[src/rtl/ahb_slv_pkg.sv]
// rtl/ahb_slv_pkg.sv - shared encodings, FSM states and address map for the AHB slave interface
package ahb_slv_pkg;

    typedef enum logic [1:0] {
        HTRANS_IDLE   = 2'd0,
        HTRANS_BUSY   = 2'd1,
        HTRANS_NONSEQ = 2'd2,
        HTRANS_SEQ    = 2'd3
    } htrans_e;

    localparam logic [1:0] HRESP_OKAY  = 2'd0;
    localparam logic [1:0] HRESP_ERROR = 2'd1;

    typedef enum logic [2:0] {
        S_IDLE   = 3'd0,
        S_DPHASE = 3'd1,
        S_REQ    = 3'd2,
        S_DONE   = 3'd3,
        S_ERR1   = 3'd4,
        S_ERR2   = 3'd5
    } state_e;

    // Regions are decoded on Haddr[31:24] only
    localparam logic [7:0] REG0_BASE  = 8'h80;
    localparam logic [7:0] REG0_LIMIT = 8'h83;
    localparam logic [7:0] REG1_BASE  = 8'h84;
    localparam logic [7:0] REG1_LIMIT = 8'h87;
    localparam logic [7:0] REG2_BASE  = 8'h88;
    localparam logic [7:0] REG2_LIMIT = 8'h8B;

    localparam logic [2:0] SEL_NONE = 3'b000;
    localparam logic [2:0] SEL_REG0 = 3'b001;
    localparam logic [2:0] SEL_REG1 = 3'b010;
    localparam logic [2:0] SEL_REG2 = 3'b100;

endpackage

[src/rtl/ahb_addr_decode.sv]
// rtl/ahb_addr_decode.sv - combinational region decode of the upper address byte
module ahb_addr_decode
    import ahb_slv_pkg::*;
(
    input  logic [7:0] addr_hi,
    output logic [2:0] sel,
    output logic       out_of_range
);

    always_comb begin
        sel = SEL_NONE;
        if (addr_hi >= REG0_BASE && addr_hi <= REG0_LIMIT) begin
            sel = SEL_REG0;
        end else if (addr_hi >= REG1_BASE && addr_hi <= REG1_LIMIT) begin
            sel = SEL_REG1;
        end else if (addr_hi >= REG2_BASE && addr_hi <= REG2_LIMIT) begin
            sel = SEL_REG2;
        end
    end

    assign out_of_range = (sel == SEL_NONE);

endmodule

[src/rtl/ahb_slave_if.sv]
// rtl/ahb_slave_if.sv - AHB-Lite responder issuing one req/ack back-end transaction per transfer
// Optional back-end ack timeout with AHB_SLV_TIMEOUT_EN.
module ahb_slave_if
    import ahb_slv_pkg::*;
#(
    parameter int DATA_W      = 32,
    parameter int TIMEOUT_CYC = 16
) (
    input  logic              Hclk,
    input  logic              Hresetn,
    input  logic              Hwrite,
    input  logic              Hreadyin,
    input  logic [1:0]        Htrans,
    input  logic [31:0]       Haddr,
    input  logic [DATA_W-1:0] Hwdata,
    output logic [DATA_W-1:0] Hrdata,
    output logic              Hreadyout,
    output logic [1:0]        Hresp,
    output logic              bk_req,
    output logic              bk_write,
    output logic [31:0]       bk_addr,
    output logic [DATA_W-1:0] bk_wdata,
    output logic [2:0]        bk_sel,
    input  logic              bk_ack,
    input  logic [DATA_W-1:0] bk_rdata
);

    state_e     state, next_state;
    logic [2:0] dec_sel;
    logic       dec_oor;
    logic       valid;
    logic       addr_phase;
    logic       accept;
    logic       timeout_hit;

    ahb_addr_decode u_decode (
        .addr_hi      (Haddr[31:24]),
        .sel          (dec_sel),
        .out_of_range (dec_oor)
    );

    assign valid      = Hreadyin && (Htrans == HTRANS_NONSEQ || Htrans == HTRANS_SEQ);
    assign addr_phase = (state == S_IDLE) || (state == S_DONE);
    assign accept     = addr_phase && valid && !dec_oor;

`ifdef AHB_SLV_TIMEOUT_EN
    localparam int TO_W = $clog2(TIMEOUT_CYC + 1);
    logic [TO_W-1:0] to_cnt;

    // Held at zero outside REQ so every REQ entry starts a fresh count
    always_ff @(posedge Hclk or negedge Hresetn) begin
        if (!Hresetn) begin
            to_cnt <= '0;
        end else if (state != S_REQ) begin
            to_cnt <= '0;
        end else begin
            to_cnt <= to_cnt + 1'b1;
        end
    end

    assign timeout_hit = (state == S_REQ) && (to_cnt == TO_W'(TIMEOUT_CYC - 1));
`else
    assign timeout_hit = 1'b0;
`endif

    always_comb begin
        next_state = state;
        Hreadyout  = 1'b1;
        Hresp      = HRESP_OKAY;
        case (state)
            S_IDLE, S_DONE: begin
                if (valid) next_state = dec_oor ? S_ERR1 : S_DPHASE;
                else       next_state = S_IDLE;
            end
            S_DPHASE: begin
                Hreadyout  = 1'b0;
                next_state = S_REQ;
            end
            S_REQ: begin
                Hreadyout = 1'b0;
                // A late ack on the timeout cycle still completes OKAY
                if (bk_ack)           next_state = S_DONE;
                else if (timeout_hit) next_state = S_ERR1;
            end
            S_ERR1: begin
                Hreadyout  = 1'b0;
                Hresp      = HRESP_ERROR;
                next_state = S_ERR2;
            end
            S_ERR2: begin
                Hresp      = HRESP_ERROR;
                next_state = S_IDLE;
            end
            default: next_state = S_IDLE;
        endcase
    end

    always_ff @(posedge Hclk or negedge Hresetn) begin
        if (!Hresetn) begin
            state    <= S_IDLE;
            bk_req   <= 1'b0;
            bk_write <= 1'b0;
            bk_addr  <= '0;
            bk_wdata <= '0;
            bk_sel   <= SEL_NONE;
            Hrdata   <= '0;
        end else begin
            state  <= next_state;
            bk_req <= (next_state == S_REQ);
            if (accept) begin
                bk_addr  <= Haddr;
                bk_write <= Hwrite;
                bk_sel   <= dec_sel;
            end
            if (state == S_DPHASE && bk_write) begin
                bk_wdata <= Hwdata;
            end
            if (state == S_REQ && bk_ack && !bk_write) begin
                Hrdata <= bk_rdata;
            end
        end
    end

endmodule

[config.mk]
export PLATFORM = sky130hd
export DESIGN_NAME = ahb_slave_if
export DESIGN_NICKNAME = d
export VERILOG_FILES = /design/src/rtl/ahb_slv_pkg.sv /design/src/rtl/ahb_addr_decode.sv /design/src/rtl/ahb_slave_if.sv
export SDC_FILE = /design/constraint.sdc
export NUM_CORES = 1
export LEC_CHECK = 0
export CORE_UTILIZATION = 40
export DETAILED_ROUTE_END_ITERATION = 12
export GPL_TIMING_DRIVEN = 0
export PLACE_DENSITY = 0.81
export SLEW_MARGIN = 20
export SYNTH_ARGS = -nofsm -noshare
export SYNTH_HDL_FRONTEND = slang
export SYNTH_SLANG_ARGS = --single-unit
[constraint.sdc]
create_clock -name Hclk -period 2.2 [get_ports Hclk]
set_clock_uncertainty 0.05 [all_clocks]
set_input_delay 0.44 -clock Hclk [delete_from_list [all_inputs] [get_ports Hclk]]
set_output_delay 0.44 -clock Hclk [all_outputs]
set_load 0.02 [all_outputs]
==> summary.md <==
| Metric | Value |
|---|---|
| Status | `finished, final reports clean` |
| Max VDD drop | `0.526 mV` |
| Finished Core Util | `66.7%` |
| Initial DRC Count | `62` |
| Register bit total from synthesis | `104` |
| Clock slew at reported path FFs | `0.10 ns` |
| Post-route setup TNS | `0 ns` |
| Crit path max-delay cell type | `dfrtp_1` |
| Via Count | `2,793` |
| Worst Path Required | `1.71 ns` |
| Num CTS Buffers | `9` |
| Hpwl dp | `7210 um` |
| Area of the core | `9910 um^2` |
| Met3 Use GR | `6.08%` |
| # IOs | `207` |
| Clock Path Buffers | `2` |
| Startpoint class of the critical path | `flop` |
| CP max FO | `8` |
| Ys async rst share | `100%` |
| Top Usage Layer GRT | `met2` |
| Max-cap violation count | `0` |
| Total Wirelength | `9470 um` |
| Post-route setup slack | `0.134 ns` |
| # H-tree levels | `3` |
| Syn_nets | `346` |
| Diode count | `0` |
| Area grow syn2layout | `58.9%` |
| Mapped Cells | `243` |
| Chip Height | `104 um` |
| Initial antenna violation count | `0` |
| Starting density of the core | `42.0%` |
| First-pass GRT wire length | `15,600 um` |
| Routed Antenna Nets | `0` |
| Top-area cell type share of the netlist area | `62.6%` |
| Fin area | `6610 um^2` |
| Fill count | `726` |
| Slowest cell delay on critical path | `0.37 ns` |
| Leakage power total | `2.97 nW` |
| Pre-CTS WS | `-0.0373 ns` |
| Port Buf Inserts | `204` |
| Most common library cells after synthesis | `104 x dfrtp_1, 59 x mux2_2, 31 x mux2_4` |
| Ys Warns | `0` |
| Placed Area | `6400 um^2` |
| Avg Synthesized Cell Area | `17.1 um^2` |
| M2 GR Usage | `30.9%` |
| GRT Util Overall | `18.5%` |
| Cell with the most instances after synthesis | `dfrtp_1` |
| Grt met1 use | `21.8%` |
| Post-synth EDFFs | `0` |
| Final period util | `93.9%` |
| Layout cells sized above 1 | `27.4%` |
| RSZ-0062 raised after global routing | `false` |
| Min Hold Slack | `0.434 ns` |
| Vias in the first global route | `2,965` |
| Cells after DPL | `581` |
| DR vias/cell | `4.68` |
| Hold Fails Final Rpt | `0` |
| Pwr dens | `1220 nW/um^2` |
| GRT overflow | `0` |
| Final setup fails | `0` |
| Routed WL per cell | `15.9 um` |
| DRC | `0` |
| # rows | `36` |
| Gpl congestion | `0.752` |
| Worst-path cell chain | `buf_2 -> xor2_1 -> o21ai_0 -> dlygate4sd2_1` |
| # clock sinks | `104` |
| Non-Filler Instances | `597` |
| Hold WC Path Type | `flop to flop` |
| Most common flop cell mapped by yosys | `dfrtp_1` |
| CTS tree | `done` |
| Post-synthesis sequential area ratio | `62.6%` |
| Mapped cell area | `4160 um^2` |
| Pre-antenna DRT Iters | `4` |
| Largest area contributor in the netlist | `dfrtp_1` |
| Die span in x | `104 um` |
| Root Buffer | `clkbuf_8` |
| Max-slew violation count | `0` |
| Fmax | `0.484 GHz` |
| Total Power | `8.04 mW` |
| Tmin final | `2.07 ns` |
| Top cells by area, synth | `dfrtp_1 63%, mux2_2 16%, mux2_4 11%, buf_6 2.7%, nor4b_4 0.57%` |
| WP data arrival | `1.58 ns` |
| Netlist cell types | `30` |
| Nets@finish | `563` |
| Largest net degree at the start of global routing | `57` |
| Die area | `10,800 um^2` |
| Crit. End Element | `output pin` |
| Clk_lat worst skew | `0.36 ns` |
| Setup CP Type | `flop to output pin` |
[logic make-up after synthesis]
kind of cell              count (synthesis)  share of synthesized area, %
muxes                                    91                          27.4
and+or+nand+nor                          18                          4.24
AOI/OAI and AO/OA                        11                          1.65
DFF                                     104                          62.6
xor gates and xnor gates                  2                         0.602
other                                     1                        0.0902
buffers and inverters                    16                          3.40
[final timing paths]
check                                 start           end  slack, ns  cells past startpoint
worst min-delay path            bk_addr[31]   bk_addr[31]       0.43                      1
worst min register to register  bk_addr[31]   bk_addr[31]       0.43                      1
worst max-delay path               state[2]     Hreadyout       0.13                      4
max in group asynchronous           Hresetn      state[0]       0.94                      3
worst max register to register     state[1]  bk_wdata[26]       0.42                      5
min in group asynchronous           Hresetn     Hrdata[4]       0.54                      2
[registers in the layout (all words and copies together) (netlist names)]
name      count
bk_sel        3
state         3
bk_wdata     32
bk_write      1
Hrdata       32
bk_req        1
bk_addr      32
[routing by layer]
layer	share of wire [%]	wire (um)
met5	0	0
met4	2.5	233
met3	7.4	705
met2	49	4680
met1	41	3850
[report_power, final]
part | total [mW] | switching (mW) | internal (mW) | leakage, nW
sequential | 3.01 | 0.392 | 2.61 | 1.34
combinational | 3.81 | 1.67 | 2.13 | 1.53
clock | 1.23 | 0.616 | 0.615 | 0.102
total | 8.04 | 2.68 | 5.36 | 2.97
[timing repair]
item / CTS / global route
endpoints found under the setup margin: 2 / 0
endpoints found under the hold margin: 48 / 0
buffers inserted: 0 / 0
resized for setup: 2 / 0
hold buffers: 1 / 0
[critical path: cells and delay by family, from the launching register on]
family          cells  cell delay, ns
flops               1            0.37
buf+inv             2            0.54
compound gates      1            0.15
xor+xnor            1            0.16
[area by class of cell]
class	instances	area, um^2	share of cell area (%)
sequential	104	2600	39.4
timing repair buffer	206	2080	31.4
multi-input combinational	123	1420	21.4
clock buffer	13	169	2.56
tap	133	166	2.52
buffer	13	130	1.97
clock inverter	2	37.5	0.568
inverter	3	11.3	0.170
[cell usage in the layout (no fill, tap or decap), types with 3 or more instances in the layout]
cell	synthesis	routed
clkdlybuf4s50_1	0	201
dfrtp_1	104	104
mux2_2	59	59
mux2_4	31	31
clkbuf_8	0	12
buf_6	10	11
a21oi_1	4	4
o21ai_0	3	3
inv_1	3	3
and2_1	3	3
Note: power is estimated with default switching activity, not from simulation.
